`config.mk`:
```
export PLATFORM = sky130hd
export DESIGN_NAME = pid_seq
export DESIGN_NICKNAME = d
export VERILOG_FILES = /design/src/rtl/pid_pkg.sv /design/src/rtl/pid_booth_mul.sv /design/src/rtl/pid_seq.sv
export SDC_FILE = /design/constraint.sdc
export NUM_CORES = 1
export LEC_CHECK = 0
export ABC_CLOCK_PERIOD_IN_PS = 6820
export BUFFER_PORTS_ARGS = -buffer_cell sky130_fd_sc_hd__buf_2
export CORE_MARGIN = 2
export CORE_UTILIZATION = 55
export DETAILED_ROUTE_END_ITERATION = 10
export PLACE_DENSITY = 0.86
export SETUP_SLACK_MARGIN = 0.02
export SYNTH_ARGS = -nofsm -noshare
export SYNTH_HDL_FRONTEND = slang
export SYNTH_SLANG_ARGS = --single-unit
```
`constraint.sdc`:
```
create_clock -name clk -period 6.82 [get_ports clk]
set_clock_uncertainty 0.2 [all_clocks]
set_input_delay 1.364 -clock clk [delete_from_list [all_inputs] [get_ports clk]]
set_output_delay 1.364 -clock clk [all_outputs]
set_load 0.03 [all_outputs]
```
`src/rtl/pid_pkg.sv`:
```
// Shared definitions for the PID sequencer: FSM states, config-select codes
// and a generic signed saturation helper.
package pid_pkg;

    typedef enum logic [2:0] {
        ST_IDLE,
        ST_ERR,
        ST_PMUL,
        ST_IMUL,
        ST_DMUL,
        ST_OUT
    } pid_state_t;

    localparam logic [1:0] SEL_XSET = 2'b00;
    localparam logic [1:0] SEL_P    = 2'b01;
    localparam logic [1:0] SEL_I    = 2'b10;
    localparam logic [1:0] SEL_D    = 2'b11;

    // Clip x into the signed range of a w-bit word.
    function automatic logic signed [63:0] saturate(input logic signed [63:0] x, input int w);
        logic signed [63:0] hi;
        logic signed [63:0] lo;
        hi = (64'sd1 <<< (w - 1)) - 64'sd1;
        lo = -(64'sd1 <<< (w - 1));
        if (x > hi) begin
            return hi;
        end else if (x < lo) begin
            return lo;
        end
        return x;
    endfunction

endpackage

```
`src/rtl/pid_booth_mul.sv`:
```
// Sequential radix-2 Booth multiplier: signed CW-bit multiplier times DW-bit
// multiplicand, one Booth step per clock, done pulses once the product is held.
module pid_booth_mul #(
    parameter int DW = 14,
    parameter int CW = 14
) (
    input  logic                     clk,
    input  logic                     rst_n,
    input  logic                     start,
    input  logic signed [CW-1:0]     mplier,
    input  logic signed [DW-1:0]     mcand,
    output logic                     done,
    output logic signed [DW+CW+1:0]  prod
);
    localparam int AW = DW + 2;
    localparam int NW = (CW > 1) ? $clog2(CW) : 1;

    logic signed [AW-1:0] a_reg, m_reg, a_src, m_src, a_sum, a_next;
    logic [CW-1:0]        q_reg, q_src, q_next;
    logic                 q1_reg, q1_src, q1_next;
    logic [NW-1:0]        cnt_reg;
    logic                 run_reg, done_reg;

    // The start cycle already performs the first step from the fresh operands.
    always_comb begin
        if (start) begin
            a_src  = '0;
            q_src  = mplier;
            q1_src = 1'b0;
            m_src  = {{2{mcand[DW-1]}}, mcand};
        end else begin
            a_src  = a_reg;
            q_src  = q_reg;
            q1_src = q1_reg;
            m_src  = m_reg;
        end
        case ({q_src[0], q1_src})
            2'b01:   a_sum = a_src + m_src;
            2'b10:   a_sum = a_src - m_src;
            default: a_sum = a_src;
        endcase
        {a_next, q_next, q1_next} = {a_sum[AW-1], a_sum, q_src};
    end

    always_ff @(posedge clk or negedge rst_n) begin
        if (!rst_n) begin
            a_reg    <= '0;
            m_reg    <= '0;
            q_reg    <= '0;
            q1_reg   <= 1'b0;
            cnt_reg  <= '0;
            run_reg  <= 1'b0;
            done_reg <= 1'b0;
        end else begin
            done_reg <= 1'b0;
            if (start || run_reg) begin
                a_reg  <= a_next;
                q_reg  <= q_next;
                q1_reg <= q1_next;
            end
            if (start) begin
                m_reg    <= m_src;
                cnt_reg  <= NW'(1);
                run_reg  <= (CW > 1);
                done_reg <= (CW == 1);
            end else if (run_reg) begin
                cnt_reg <= cnt_reg + NW'(1);
                if (cnt_reg == NW'(CW - 1)) begin
                    run_reg  <= 1'b0;
                    done_reg <= 1'b1;
                end
            end
        end
    end

    assign done = done_reg;
    assign prod = {a_reg, q_reg};

endmodule

```
`src/rtl/pid_seq.sv`:
```
// Time-multiplexed PID controller; all channels share one Booth multiplier.
// Build option: define PID_ANTIWINDUP_EN to hold the integrator while saturated.
module pid_seq
    import pid_pkg::*;
#(
    parameter int NCH  = 4,
    parameter int DW   = 14,
    parameter int CW   = 14,
    parameter int FRAC = 11,
    parameter int CHW  = (NCH > 1) ? $clog2(NCH) : 1,
    parameter int WW   = (DW > CW) ? DW : CW
) (
    input  logic                 clk,
    input  logic                 rst_n,
    input  logic                 meas_vld,
    input  logic [CHW-1:0]       meas_ch,
    input  logic signed [DW-1:0] meas,
    input  logic                 cfg_we,
    input  logic [CHW-1:0]       cfg_ch,
    input  logic [1:0]           cfg_sel,
    input  logic [WW-1:0]        cfg_wdata,
    output logic                 busy,
    output logic                 duty_vld,
    output logic [CHW-1:0]       duty_ch,
    output logic signed [DW-1:0] duty,
    output logic                 sat
);
    localparam int AW = DW + CW + 2;

    pid_state_t state_reg;
    logic [CHW-1:0]        ch_reg;
    logic signed [DW-1:0]  meas_reg, err_reg, sum_reg, derr_reg;
    logic signed [CW-1:0]  p_snap_reg, i_snap_reg, d_snap_reg;
    logic signed [AW-1:0]  acc_reg, acc_next;
    logic                  kill_reg, start_reg, busy_reg, duty_vld_reg, sat_reg;
    logic [CHW-1:0]        duty_ch_reg;
    logic signed [DW-1:0]  duty_reg;

    logic signed [DW-1:0]  xset_rf [NCH];
    logic signed [DW-1:0]  sum_rf  [NCH];
    logic signed [DW-1:0]  prev_rf [NCH];
    logic signed [CW-1:0]  p_rf    [NCH];
    logic signed [CW-1:0]  i_rf    [NCH];
    logic signed [CW-1:0]  d_rf    [NCH];

    logic                  cfg_ok, meas_ok, accept, xset_wr;
    logic                  commit_prev, commit_sum, hold_sum, sat_n;
    logic signed [DW:0]    diff_w, sum_w, derr_w;
    logic signed [DW-1:0]  err_n, sumn_n, derr_n, clip_n;
    logic signed [CW-1:0]  mul_mplier;
    logic signed [DW-1:0]  mul_mcand;
    logic                  mul_done;
    logic signed [AW-1:0]  mul_prod;

    assign cfg_ok  = cfg_we && ({1'b0, cfg_ch} < (CHW + 1)'(NCH));
    assign meas_ok = ({1'b0, meas_ch} < (CHW + 1)'(NCH));
    assign accept  = meas_vld && meas_ok && (state_reg == ST_IDLE);
    assign xset_wr = cfg_ok && (cfg_sel == SEL_XSET);

    // Per-channel state; an XSET write wins over a same-cycle commit.
    for (genvar gi = 0; gi < NCH; gi++) begin : g_ch
        logic signed [DW-1:0] xset_reg, sum_err_reg, prev_err_reg;
        logic signed [CW-1:0] p_reg, i_reg, d_reg;
        logic                 wr;
        logic                 own;

        assign wr  = cfg_ok && (cfg_ch == CHW'(gi));
        assign own = (ch_reg == CHW'(gi));

        always_ff @(posedge clk or negedge rst_n) begin
            if (!rst_n) begin
                xset_reg     <= '0;
                sum_err_reg  <= '0;
                prev_err_reg <= '0;
                p_reg        <= '0;
                i_reg        <= '0;
                d_reg        <= '0;
            end else begin
                if (commit_sum && own) sum_err_reg <= sum_reg;
                if (commit_prev && own) prev_err_reg <= err_reg;
                if (wr) begin
                    case (cfg_sel)
                        SEL_XSET: begin
                            xset_reg     <= cfg_wdata[DW-1:0];
                            sum_err_reg  <= '0;
                            prev_err_reg <= '0;
                        end
                        SEL_P:   p_reg <= cfg_wdata[CW-1:0];
                        SEL_I:   i_reg <= cfg_wdata[CW-1:0];
                        default: d_reg <= cfg_wdata[CW-1:0];
                    endcase
                end
            end
        end

        assign xset_rf[gi] = xset_reg;
        assign sum_rf[gi]  = sum_err_reg;
        assign prev_rf[gi] = prev_err_reg;
        assign p_rf[gi]    = p_reg;
        assign i_rf[gi]    = i_reg;
        assign d_rf[gi]    = d_reg;
    end

    always_comb begin
        diff_w = {meas_reg[DW-1], meas_reg} - {xset_rf[ch_reg][DW-1], xset_rf[ch_reg]};
        err_n  = DW'(saturate(64'(diff_w), DW));
        sum_w  = {sum_rf[ch_reg][DW-1], sum_rf[ch_reg]} + {err_n[DW-1], err_n};
        sumn_n = DW'(saturate(64'(sum_w), DW));
        derr_w = {err_n[DW-1], err_n} - {prev_rf[ch_reg][DW-1], prev_rf[ch_reg]};
        derr_n = DW'(saturate(64'(derr_w), DW));
        clip_n = DW'(saturate(64'(acc_reg), DW));
        sat_n  = (64'(clip_n) != 64'(acc_reg));
    end

    always_comb begin
        case (state_reg)
            ST_PMUL: begin mul_mplier = p_snap_reg; mul_mcand = err_reg;  end
            ST_IMUL: begin mul_mplier = i_snap_reg; mul_mcand = sum_reg;  end
            default: begin mul_mplier = d_snap_reg; mul_mcand = derr_reg; end
        endcase
    end

    assign acc_next = acc_reg + (mul_prod >>> FRAC);

`ifdef PID_ANTIWINDUP_EN
    assign hold_sum = sat_n && (err_reg != '0) && (err_reg[DW-1] == acc_reg[AW-1]);
`else
    assign hold_sum = 1'b0;
`endif

    assign commit_prev = (state_reg == ST_OUT) && !kill_reg;
    assign commit_sum  = commit_prev && !hold_sum;

    pid_booth_mul #(.DW(DW), .CW(CW)) u_mul (
        .clk    (clk),
        .rst_n  (rst_n),
        .start  (start_reg),
        .mplier (mul_mplier),
        .mcand  (mul_mcand),
        .done   (mul_done),
        .prod   (mul_prod)
    );

    always_ff @(posedge clk or negedge rst_n) begin
        if (!rst_n) begin
            state_reg    <= ST_IDLE;
            ch_reg       <= '0;
            meas_reg     <= '0;
            err_reg      <= '0;
            sum_reg      <= '0;
            derr_reg     <= '0;
            p_snap_reg   <= '0;
            i_snap_reg   <= '0;
            d_snap_reg   <= '0;
            acc_reg      <= '0;
            kill_reg     <= 1'b0;
            start_reg    <= 1'b0;
            busy_reg     <= 1'b0;
            duty_vld_reg <= 1'b0;
            duty_reg     <= '0;
            duty_ch_reg  <= '0;
            sat_reg      <= 1'b0;
        end else begin
            duty_vld_reg <= 1'b0;
            start_reg    <= 1'b0;
            if (state_reg != ST_IDLE && xset_wr && cfg_ch == ch_reg) kill_reg <= 1'b1;
            case (state_reg)
                ST_IDLE: begin
                    if (accept) begin
                        ch_reg     <= meas_ch;
                        meas_reg   <= meas;
                        p_snap_reg <= p_rf[meas_ch];
                        i_snap_reg <= i_rf[meas_ch];
                        d_snap_reg <= d_rf[meas_ch];
                        kill_reg   <= xset_wr && (cfg_ch == meas_ch);
                        busy_reg   <= 1'b1;
                        state_reg  <= ST_ERR;
                    end
                end
                ST_ERR: begin
                    err_reg   <= err_n;
                    sum_reg   <= sumn_n;
                    derr_reg  <= derr_n;
                    acc_reg   <= '0;
                    start_reg <= 1'b1;
                    state_reg <= ST_PMUL;
                end
                ST_PMUL, ST_IMUL, ST_DMUL: begin
                    if (mul_done) begin
                        acc_reg   <= acc_next;
                        start_reg <= (state_reg != ST_DMUL);
                        state_reg <= (state_reg == ST_PMUL) ? ST_IMUL :
                                     (state_reg == ST_IMUL) ? ST_DMUL : ST_OUT;
                    end
                end
                default: begin
                    duty_vld_reg <= 1'b1;
                    duty_reg     <= clip_n;
                    sat_reg      <= sat_n;
                    duty_ch_reg  <= ch_reg;
                    busy_reg     <= 1'b0;
                    state_reg    <= ST_IDLE;
                end
            endcase
        end
    end

    assign busy     = busy_reg;
    assign duty_vld = duty_vld_reg;
    assign duty     = duty_reg;
    assign duty_ch  = duty_ch_reg;
    assign sat      = sat_reg;

endmodule

```
==> summary.md, run 1 <==
| Metric | Value |
|---|---|
| Status | `complete, no violations` |
| Post-place instance area | `29200 um^2` |
| Gr ovfl total | `0` |
| Clock transition at the registers of the reported paths | `0.06 ns` |
| Synth top area cells | `dfrtp_1 (48%), mux2_2 (12%), mux4_2 (6.7%)` |
| DRC | `0` |
| CP max FO | `13` |
| Startpoint types | `flip-flop` |
| Syn_nets | `2669` |
| Largest net degree at the start of global routing | `118` |
| Final core occ | `around three fifths` |
| Unrepaired setup endpoints after global routing | `true` |
| Routability cong. | `0.940` |
| Core area | `between 50000 and 60000 um^2` |
| Ys flop type | `dfrtp_1` |
| Worst-Skew Late Latency | `0.63 ns` |
| Cell area after synthesis | `28300 um^2` |
| TritonCTS clock tree | `built` |
| Max Slew Vio Count | `0` |
| Cells after synthesis | `between 2000 and 3000` |
| First-pass GRT wire length | `112 mm` |
| Synth cell types | `77` |
| Mean area per synthesized cell | `11.2 um^2` |
| Final period util | `a little over nine tenths` |
| Final nets | `approximately 2700` |
| Flops & latches, synth | `542` |
| Root Buffer | `clkbuf_16` |
| Iter 0 DRT Violations | `roughly 1600` |
| Hold Path Class | `flip-flop to flip-flop` |
| Post-synth EDFFs | `0` |
| Die area | `53400 um^2` |
| Post-synthesis sequential area ratio | `around 48%` |
| Async S/R FF share, synth | `100%` |
| Fin area | `slightly above 30000 um^2` |
| Vias in the first global route | `21100` |
| Post-DRT Antenna Nets | `0` |
| Clock buffer depth | `3` |
| Share of cells above drive strength 1 | `24.6%` |
| Vias | `~20000` |
| DR vias/cell | `6.20` |
| Die Height | `231 um` |
| Rows | `83` |
| Tot GR Track Use | `26.6%` |
| Initial Util | `55.5%` |
| Area Overhead vs Synth | `9.91%` |
| Antenna diodes | `0` |
| Fmax | `0.153 GHz` |
| Worst Path Required | `just over 7 ns` |
| CP Data Arrival Time | `roughly 6.8 ns` |
| I/O Pins | `57` |
| Share of the synthesized area in the top cell type | `47.9%` |
| CTS Buf Count | `54` |
| Yosys synthesis warning count | `0` |
| Slew Limit Headroom | `approximately a quarter` |
| Min cycle time layout | `~6.5 ns` |
| Final wirelength | `about 70 mm` |
| Biggest area consumer among synthesized cells | `dfrtp_1` |
| Clock sinks | `542` |
| Layout fillers | `3753` |
| First-pass DRT Iterations | `7` |
| TNS Setup | `0 ns` |
| Die width | `231 um` |
| # setup viols final | `0` |
| Worst slew pin tran | `1.14 ns` |
| CP Capture Type | `flip-flop` |
| Crit path kind | `flip-flop to flip-flop` |
| I/O Buffers | `56` |
| Final-report hold violation count | `0` |
| Maxcap violations | `0` |
| Final HPWL DP | `44.9 mm` |
| Initial antenna violation count | `1` |
| H-tree depth | `2` |
| Wire per inst | `between 20 and 25 um` |
==> cell families after synthesis <==
logic type | Yosys count | share of synthesized area (%)
AND/OR/NAND/NOR | 636 | 10.2
flip-flops | 542 | 47.9
AO/OA/AOI/OAI | 452 | 9.39
multiplexers | 451 | 21.2
buffers and inverters | 240 | 3.29
adder cells (fa/ha/maj) | 125 | 5.43
XOR/XNOR | 85 | 2.63
==> synthesized netlist by cell type, drive strengths merged, types with 32 or more instances <==
cell	n
dfrtp	542
nand2	338
mux2	321
a21oi	190
clkbuf	121
o21ai	117
ha	95
nor2	95
inv	85
mux4	84
nand3	50
mux2i	46
xnor2	43
xor2	42
buf	34
nor2b	32
==> per-layer routing <==
metal / wire length [um] / up-vias / global-route usage [%]
li1: - / 8973 / -
met1: 28300 / 10200 / 34.0
met2: 34200 / 714 / 44.8
met3: 4330 / 224 / 4.44
met4: 3140 / 2 / 11.7
met5: 11 / - / 0
==> cell type report <==
class	instances	area, um^2	share of cell area (%)
clock buffers	76	1550	4.99
repair buffers	95	621	1.99
inverters	85	319	1.02
flip-flops and latches	542	13600	43.6
multi-input cells	1749	13900	44.8
clock inverters	23	294	0.944
well taps	680	851	2.73
==> worst max-delay path: stages, from the launching register on <==
cell,delay (ns)
dfrtp_4,0.55
buf_4,0.16
mux4_2,0.31
inv_1,0.07
fa_1,0.45
nand3_1,0.14
a21boi_1,0.12
o21ai_0,0.29
a21oi_1,0.15
o21a_1,0.24
o41ai_4,0.40
nand3_1,0.21
buf_4,0.23
a21o_1,0.28
fa_1,0.49
a21oi_1,0.19
o21ai_1,0.12
o21ai_0,0.26
o21a_1,0.20
a21boi_1,0.14
a2111oi_0,0.47
a21o_2,0.32
maj3_1,0.22
o21ai_0,0.12
==> cell usage in the layout (no fill, tap or decap), types with 15 or more instances in the layout <==
cell	synthesis	routed
dfrtp_1	542	538
nand2_1	338	337
mux2_2	312	312
a21oi_1	190	188
o21ai_0	111	111
ha_1	95	95
nor2_1	95	87
inv_1	85	85
mux4_2	84	84
buf_2	11	55
clkbuf_16	0	54
nand3_1	50	50
xnor2_1	43	42
mux2i_1	42	42
xor2_1	42	42
buf_4	1	36
nor2b_1	31	31
nand2b_1	26	26
maj3_1	25	25
nor3_1	25	24
a21o_1	23	22
o211ai_1	21	21
o21a_1	16	16
a31oi_1	15	15
==> per-stage QoR <==
step | instances | setup WS [ns] | hold slack, ns
after global placement | 3146 | 0.323 | 0.257
after global routing | 3250 | 0.0544 | 0.305
after detailed placement | 3146 | 0.0751 | 0.266
final | 3250 | 0.290 | 0.272
after CTS | 3245 | 0.0392 | 0.279
after floorplan | 2531 | 0.349 | 0.241
==> worst paths after layout <==
kind,depth (start not counted),slack (ns),endpoint,startpoint
setup / recovery,23,0.29,derr_reg[2],ch_reg[0]
hold / removal,1,0.27,busy,busy
setup reg to reg,23,0.29,derr_reg[2],ch_reg[0]
hold reg to reg,1,0.27,busy,busy
max in group asynchronous,2,4.29,duty[5],rst_n
min in group asynchronous,1,0.59,g_ch[3].xset_reg[4],rst_n
==> timing repair <==
| action | in CTS | in global routing |
|---|---|---|
| gates cloned | 0 | 0 |
| hold buffers | 0 | 0 |
| gates resized for setup | 1 | 6 |
| endpoints found under the setup margin | 15 | 27 |
| setup buffers | 0 | 5 |
Power of run 1 is left out: the tool's default activity adds up to more than one toggle a clock period on the data nets, which glitch-free logic cannot reach.
==> run 2, diff against run 1 <==
--- a/config.mk
+++ b/config.mk
@@ -8,9 +8,9 @@
 export ABC_CLOCK_PERIOD_IN_PS = 6820
 export BUFFER_PORTS_ARGS = -buffer_cell sky130_fd_sc_hd__buf_2
 export CORE_MARGIN = 2
-export CORE_UTILIZATION = 55
+export CORE_UTILIZATION = 47
 export DETAILED_ROUTE_END_ITERATION = 10
-export PLACE_DENSITY = 0.86
+export PLACE_DENSITY = 0.77
 export SETUP_SLACK_MARGIN = 0.02
 export SYNTH_ARGS = -nofsm -noshare
 export SYNTH_HDL_FRONTEND = slang
==> summary.md, run 2 (same netlist as run 1, synthesis figures left out) <==
| Metric | Value |
|---|---|
| I/O Pins | `57` |
| CP max FO | `13` |
| Core area | `60000 um^2` |
| Worst min-delay path startpoint | `duty[13]` |
| Min cycle time layout | `6.46 ns` |
| Vias in the first global route | `20600` |
| Final period util | `94.8%` |
| Post_cts resized | `0` |
| Die Height | `250 um` |
| I/O Buffers | `56` |
| Die area | `about 62000 um^2` |
| # setup viols final | `0` |
| Vias | `19800` |
| Tot GR Track Use | `between 20 and 25%` |
| Gr ovfl total | `0` |
| Max stage delay on crit path | `0.59 ns` |
| Maxcap violations | `0` |
| Die width | `250 um` |
| DRC | `0` |
| Most frequent cells in the layout | `dfrtp_1 (538), nand2_1 (337), mux2_2 (312), a21oi_1 (189), o21ai_0 (111)` |
| R2R depth | `24` |
| Final core occ | `52.5%` |
| Status | `complete, no violations` |
| Max Slew Vio Count | `0` |
| H-tree depth | `2` |
| Unrepaired setup endpoints after global routing | `false` |
| Final nets | `2664` |
| Hold Path Class | `flip-flop to flip-flop` |
| Clock sinks | `542` |
| Worst hold path depth | `2` |
| Flop2flop setup slack | `about 0.36 ns` |
| Largest net degree at the start of global routing | `185` |
| Worst slew pin tran | `about 1.1 ns` |
| Area Overhead vs Synth | `11.1%` |
| Startpoint types | `flip-flop` |
| Reg2reg start | `ch_reg[0]` |
| Post-place instance area | `29400 um^2` |
| # hold bufs at CTS | `0` |
| Iter 0 DRT Violations | `1491` |
| Worst-Skew Late Latency | `between 0.6 and 0.7 ns` |
| Wire per inst | `roughly 21 um` |
| TNS Setup | `0 ns` |
| Final wirelength | `69.5 mm` |
| CTS Buf Count | `between 50 and 60` |
| Worst-path cell chain | `mux4_2 -> ha_1 -> inv_1 -> fa_1 -> nand3_1 -> a21boi_1 -> o21ai_0 -> a21oi_1 -> o21a_1 -> o41ai_4 -> nand3_1 -> a21oi_1 -> inv_1 -> ha_1 -> fa_1 -> a21o_1 -> a21oi_1 -> o21ai_0 -> o211a_1 -> a41o_1 -> o41ai_4 -> o221a_2 -> maj3_1 -> o21ai_0` |
| Final-report hold violation count | `0` |
| Rows | `90` |
| Initial antenna violation count | `1` |
| Antenna diodes | `0` |
| First-pass DRT Iterations | `8` |
| Routability cong. | `0.893` |
| Crit path kind | `flip-flop to flip-flop` |
| Clock buffer depth | `3` |
| DR vias/cell | `5.90` |
| Root Buffer | `clkbuf_16` |
| Share of cells above drive strength 1 | `around 25%` |
| TritonCTS clock tree | `built` |
| RR Endpoint | `sum_reg[9]` |
| Fin area | `31500 um^2` |
| Post-DRT Antenna Nets | `0` |
| Worst Path Required | `just over 7 ns` |
| Final WS setup | `~0.36 ns` |
| CP Capture Type | `flip-flop` |
| Post-CTS Setup Inserts | `0` |
| Final HPWL DP | `45.3 mm` |
| CP max-delay cell | `dfrtp_4` |
| Commonest non-fill, non-tap cell in the layout | `dfrtp_1` |
| CP Data Arrival Time | `between 6 and 7 ns` |
| Initial Util | `47.2%` |
| Worst slack, placed | `between 0.15 and 0.2 ns` |
| Fmax | `0.155 GHz` |
| Clock transition at the registers of the reported paths | `0.06 ns` |
| Slew Limit Headroom | `25.3%` |
| Worst Hold Path EP | `duty[13]` |
| First-pass GRT wire length | `111 mm` |
==> run 2: cell count changes in the layout (fill, tap and decap cells not counted), sizes merged <==
cell / delta
a21o: +1
buf: -6
bufinv: +5
clkbuf: -1
clkinv: +2
clkinvlp: -1
inv: +2
o221a: +1
==> run 2: area by class of cell <==
type / count / area (um^2)
fill: 4989 / 28500
multi-input combinational: 1751 / 14000
sequential: 542 / 13600
clock buffer: 75 / 1580
tap: 782 / 978
timing repair buffer: 89 / 576
clock inverter: 31 / 474
inverter: 85 / 319
==> run 2: critical path: cells and delay by family, from the launching register on <==
kind	cells	cell delay, ns
compound gates	14	3.25
fa+ha+maj	5	1.37
flops	1	0.59
mux	1	0.38
simple gates	2	0.32
buf+inv	2	0.14
==> run 2: worst max-delay path by stage <==
stage / start / end / slack (ns) / cells after the start
2_1_floorplan: ch_reg[1] / sum_reg[3] / 0.35 / 29
3_3_place_gp: ch_reg[0] / sum_reg[12] / 0.33 / 23
5_1_grt: ch_reg[0] / sum_reg[12] / 0.05 / 24
6_report: ch_reg[0] / sum_reg[9] / 0.36 / 24
3_5_place_dp: ch_reg[0] / derr_reg[9] / 0.17 / 23
4_1_cts: ch_reg[0] / sum_reg[3] / 0.05 / 23
==> run 2: layer usage <==
metal / vias to the layer above / part of all wire [%] / track usage, %
met4: 2 / 2.9 / 7.28
met5: - / 0.014 / 0
met2: 627 / 49 / 37.7
li1: 8987 / - / -
met3: 152 / 5.9 / 4.46
met1: 10000 / 42 / 28.8
==> run 2: per-stage QoR <==
step	cells	hold slack, ns
2_1_floorplan	2531	0.241
3_5_place_dp	3247	0.259
5_1_grt	3355	0.276
4_1_cts	3353	0.274
3_3_place_gp	3247	0.253
6_report	3355	0.266
Power of run 2 is left out for the same reason.
==> run 3, diff against run 2 <==
--- a/config.mk
+++ b/config.mk
@@ -7,8 +7,9 @@
 export LEC_CHECK = 0
 export ABC_CLOCK_PERIOD_IN_PS = 6820
 export BUFFER_PORTS_ARGS = -buffer_cell sky130_fd_sc_hd__buf_2
-export CORE_MARGIN = 2
+export CORE_MARGIN = 3
 export CORE_UTILIZATION = 47
+export CTS_CLUSTER_DIAMETER = 50
 export DETAILED_ROUTE_END_ITERATION = 10
 export PLACE_DENSITY = 0.77
 export SETUP_SLACK_MARGIN = 0.02
==> summary.md, run 3 (same netlist as run 1, synthesis figures left out) <==
| Metric | Value |
|---|---|
| Final core occ | `between 50% and 60%` |
| Initial antenna violation count | `3` |
| Rows | `approximately 90` |
| Initial Util | `47.8%` |
| Flop2flop setup slack | `0.43 ns` |
| Wire per inst | `20.5 um` |
| WL met1 | `29.1 mm` |
| Max Slew Vio Count | `0` |
| Largest net degree at the start of global routing | `136` |
| Post-DRT Antenna Nets | `0` |
| Vias | `19900` |
| Fin area | `31700 um^2` |
| Start point of the critical path | `ch_reg[0]` |
| Tot GR Track Use | `22.0%` |
| Final wirelength | `between 60 and 70 mm` |
| Die width | `around 250 um` |
| DRC | `0` |
| I/O Buffers | `56` |
| Fin Hold WS | `roughly 0.27 ns` |
| Gr ovfl total | `0` |
| Share of cells above drive strength 1 | `25.2%` |
| Worst setup path endpoint | `sum_reg[2]` |
| H-tree depth | `3` |
| CP Data Arrival Time | `6.63 ns` |
| Iter 0 DRT Violations | `1530` |
| I/O Pins | `57` |
| Worst Path Required | `between 7 and 8 ns` |
| Commonest non-fill, non-tap cell in the layout | `dfrtp_1` |
| Die area | `63300 um^2` |
| Final-report hold violation count | `0` |
| Core area | `59400 um^2` |
| Final nets | `2679` |
| Clock transition at the registers of the reported paths | `~0.060 ns` |
| Root Buffer | `clkbuf_16` |
| Post-place instance area | `about 29000 um^2` |
| Startpoint types | `flip-flop` |
| Die Height | `252 um` |
| Worst-Skew Late Latency | `0.61 ns` |
| Vias in the first global route | `20600` |
| Final HPWL DP | `45.1 mm` |
| Status | `complete, no violations` |
| Max Used Layer | `met5` |
| RR Endpoint | `sum_reg[2]` |
| Min cycle time layout | `6.39 ns` |
| Final period util | `93.7%` |
| CTS Buf Count | `66` |
| WL met3 | `4.21 mm` |
| R2R depth | `23` |
| CP max FO | `14` |
| Routability cong. | `~0.95` |
| CP Capture Type | `flip-flop` |
| # setup viols final | `0` |
| DR vias/cell | `5.91` |
| Maxcap violations | `0` |
| Slew Limit Headroom | `20.8%` |
| First-pass DRT Iterations | `6` |
| TritonCTS clock tree | `built` |
| Area Overhead vs Synth | `12.0%` |
| Most frequent cells in the layout | `dfrtp_1 (538), nand2_1 (337), mux2_2 (312), a21oi_1 (188), o21ai_0 (111)` |
| Hold Path Class | `flip-flop to flip-flop` |
| Clock buffer depth | `3` |
| Met2 WL post-DR | `33.7 mm` |
| Fmax | `0.157 GHz` |
| Crit path kind | `flip-flop to flip-flop` |
| Reg2reg start | `ch_reg[0]` |
| TNS Setup | `0 ns` |
| First-pass GRT wire length | `111 mm` |
| # hold bufs at CTS | `0` |
| Antenna diodes | `0` |
| Worst slew pin tran | `1.17 ns` |
| Clock sinks | `542` |
==> run 3: changes by cell type in the layout (fill, tap and decap cells not counted), moves of 2 or more <==
| cell | change |
|---|---|
| clkbuf_16 | +9 |
| buf_4 | +7 |
| bufinv_16 | -4 |
| clkinv_8 | +4 |
| clkinv_2 | -3 |
| nor2_2 | -3 |
| clkbuf_8 | +2 |
| inv_8 | +2 |
| nor2_1 | +2 |
==> run 3: metal layers <==
layer | GRT usage, % | vias up
li1 | - | 9012
met1 | 28.8 | 10100
met2 | 37.2 | 646
met3 | 3.93 | 141
met4 | 7.19 | 2
met5 | 0 | -
==> run 3: worst min path at each step <==
stage	startpoint	to	slack, ns	cells past startpoint
after detailed placement	busy	busy	0.26	1
after CTS	busy	busy	0.28	1
final	duty[9]	duty[9]	0.27	2
after global routing	busy	busy	0.30	1
after global placement	derr_reg[7]	derr_reg[7]	0.26	2
after floorplan	derr_reg[0]	derr_reg[0]	0.24	2
==> run 3: worst max-delay path: stages (launching register included) <==
cell and delay, ns:
dfrtp_4 0.55, mux4_2 0.36, ha_1 0.14, inv_1 0.07, fa_1 0.41, nand3_1 0.12, a21boi_1 0.10, o21ai_0 0.27
a21oi_1 0.12, o21a_1 0.23, o41ai_4 0.40, nand3_1 0.22, buf_4 0.23, a21o_1 0.28, fa_1 0.50, a21o_1 0.18
a21oi_1 0.28, o21ai_0 0.13, o211a_1 0.16, a41o_1 0.27, o41ai_2 0.35, o221a_4 0.37, maj3_1 0.19, o21ai_0 0.08
==> run 3: layout make-up <==
cell class / count / area (um^2)
Clock buffer: 86 / 1840
Clock inverter: 31 / 447
Fill cell: 4909 / 27600
Inverter: 85 / 319
Multi-Input combinational cell: 1750 / 14000
Sequential cell: 542 / 13600
Tap cell: 773 / 967
Timing Repair Buffer: 96 / 628
==> run 3: stage by stage <==
step	setup slack, ns	cells
after global routing	-0.0156	3363
after floorplan	0.349	2531
after detailed placement	0.0854	3237
after CTS	0.0880	3354
after global placement	0.268	3237
final	0.431	3363
==> run 3: repair_timing <==
action / 4_1_cts / 5_1_grt
buffers inserted: 0 / 8
endpoints found under the hold margin: 0 / 0
gates resized for setup: 1 / 8
setup endpoints to repair: 2 / 27
gates cloned: 0 / 1
pin swaps: 0 / 2
Power of run 3 is left out for the same reason.
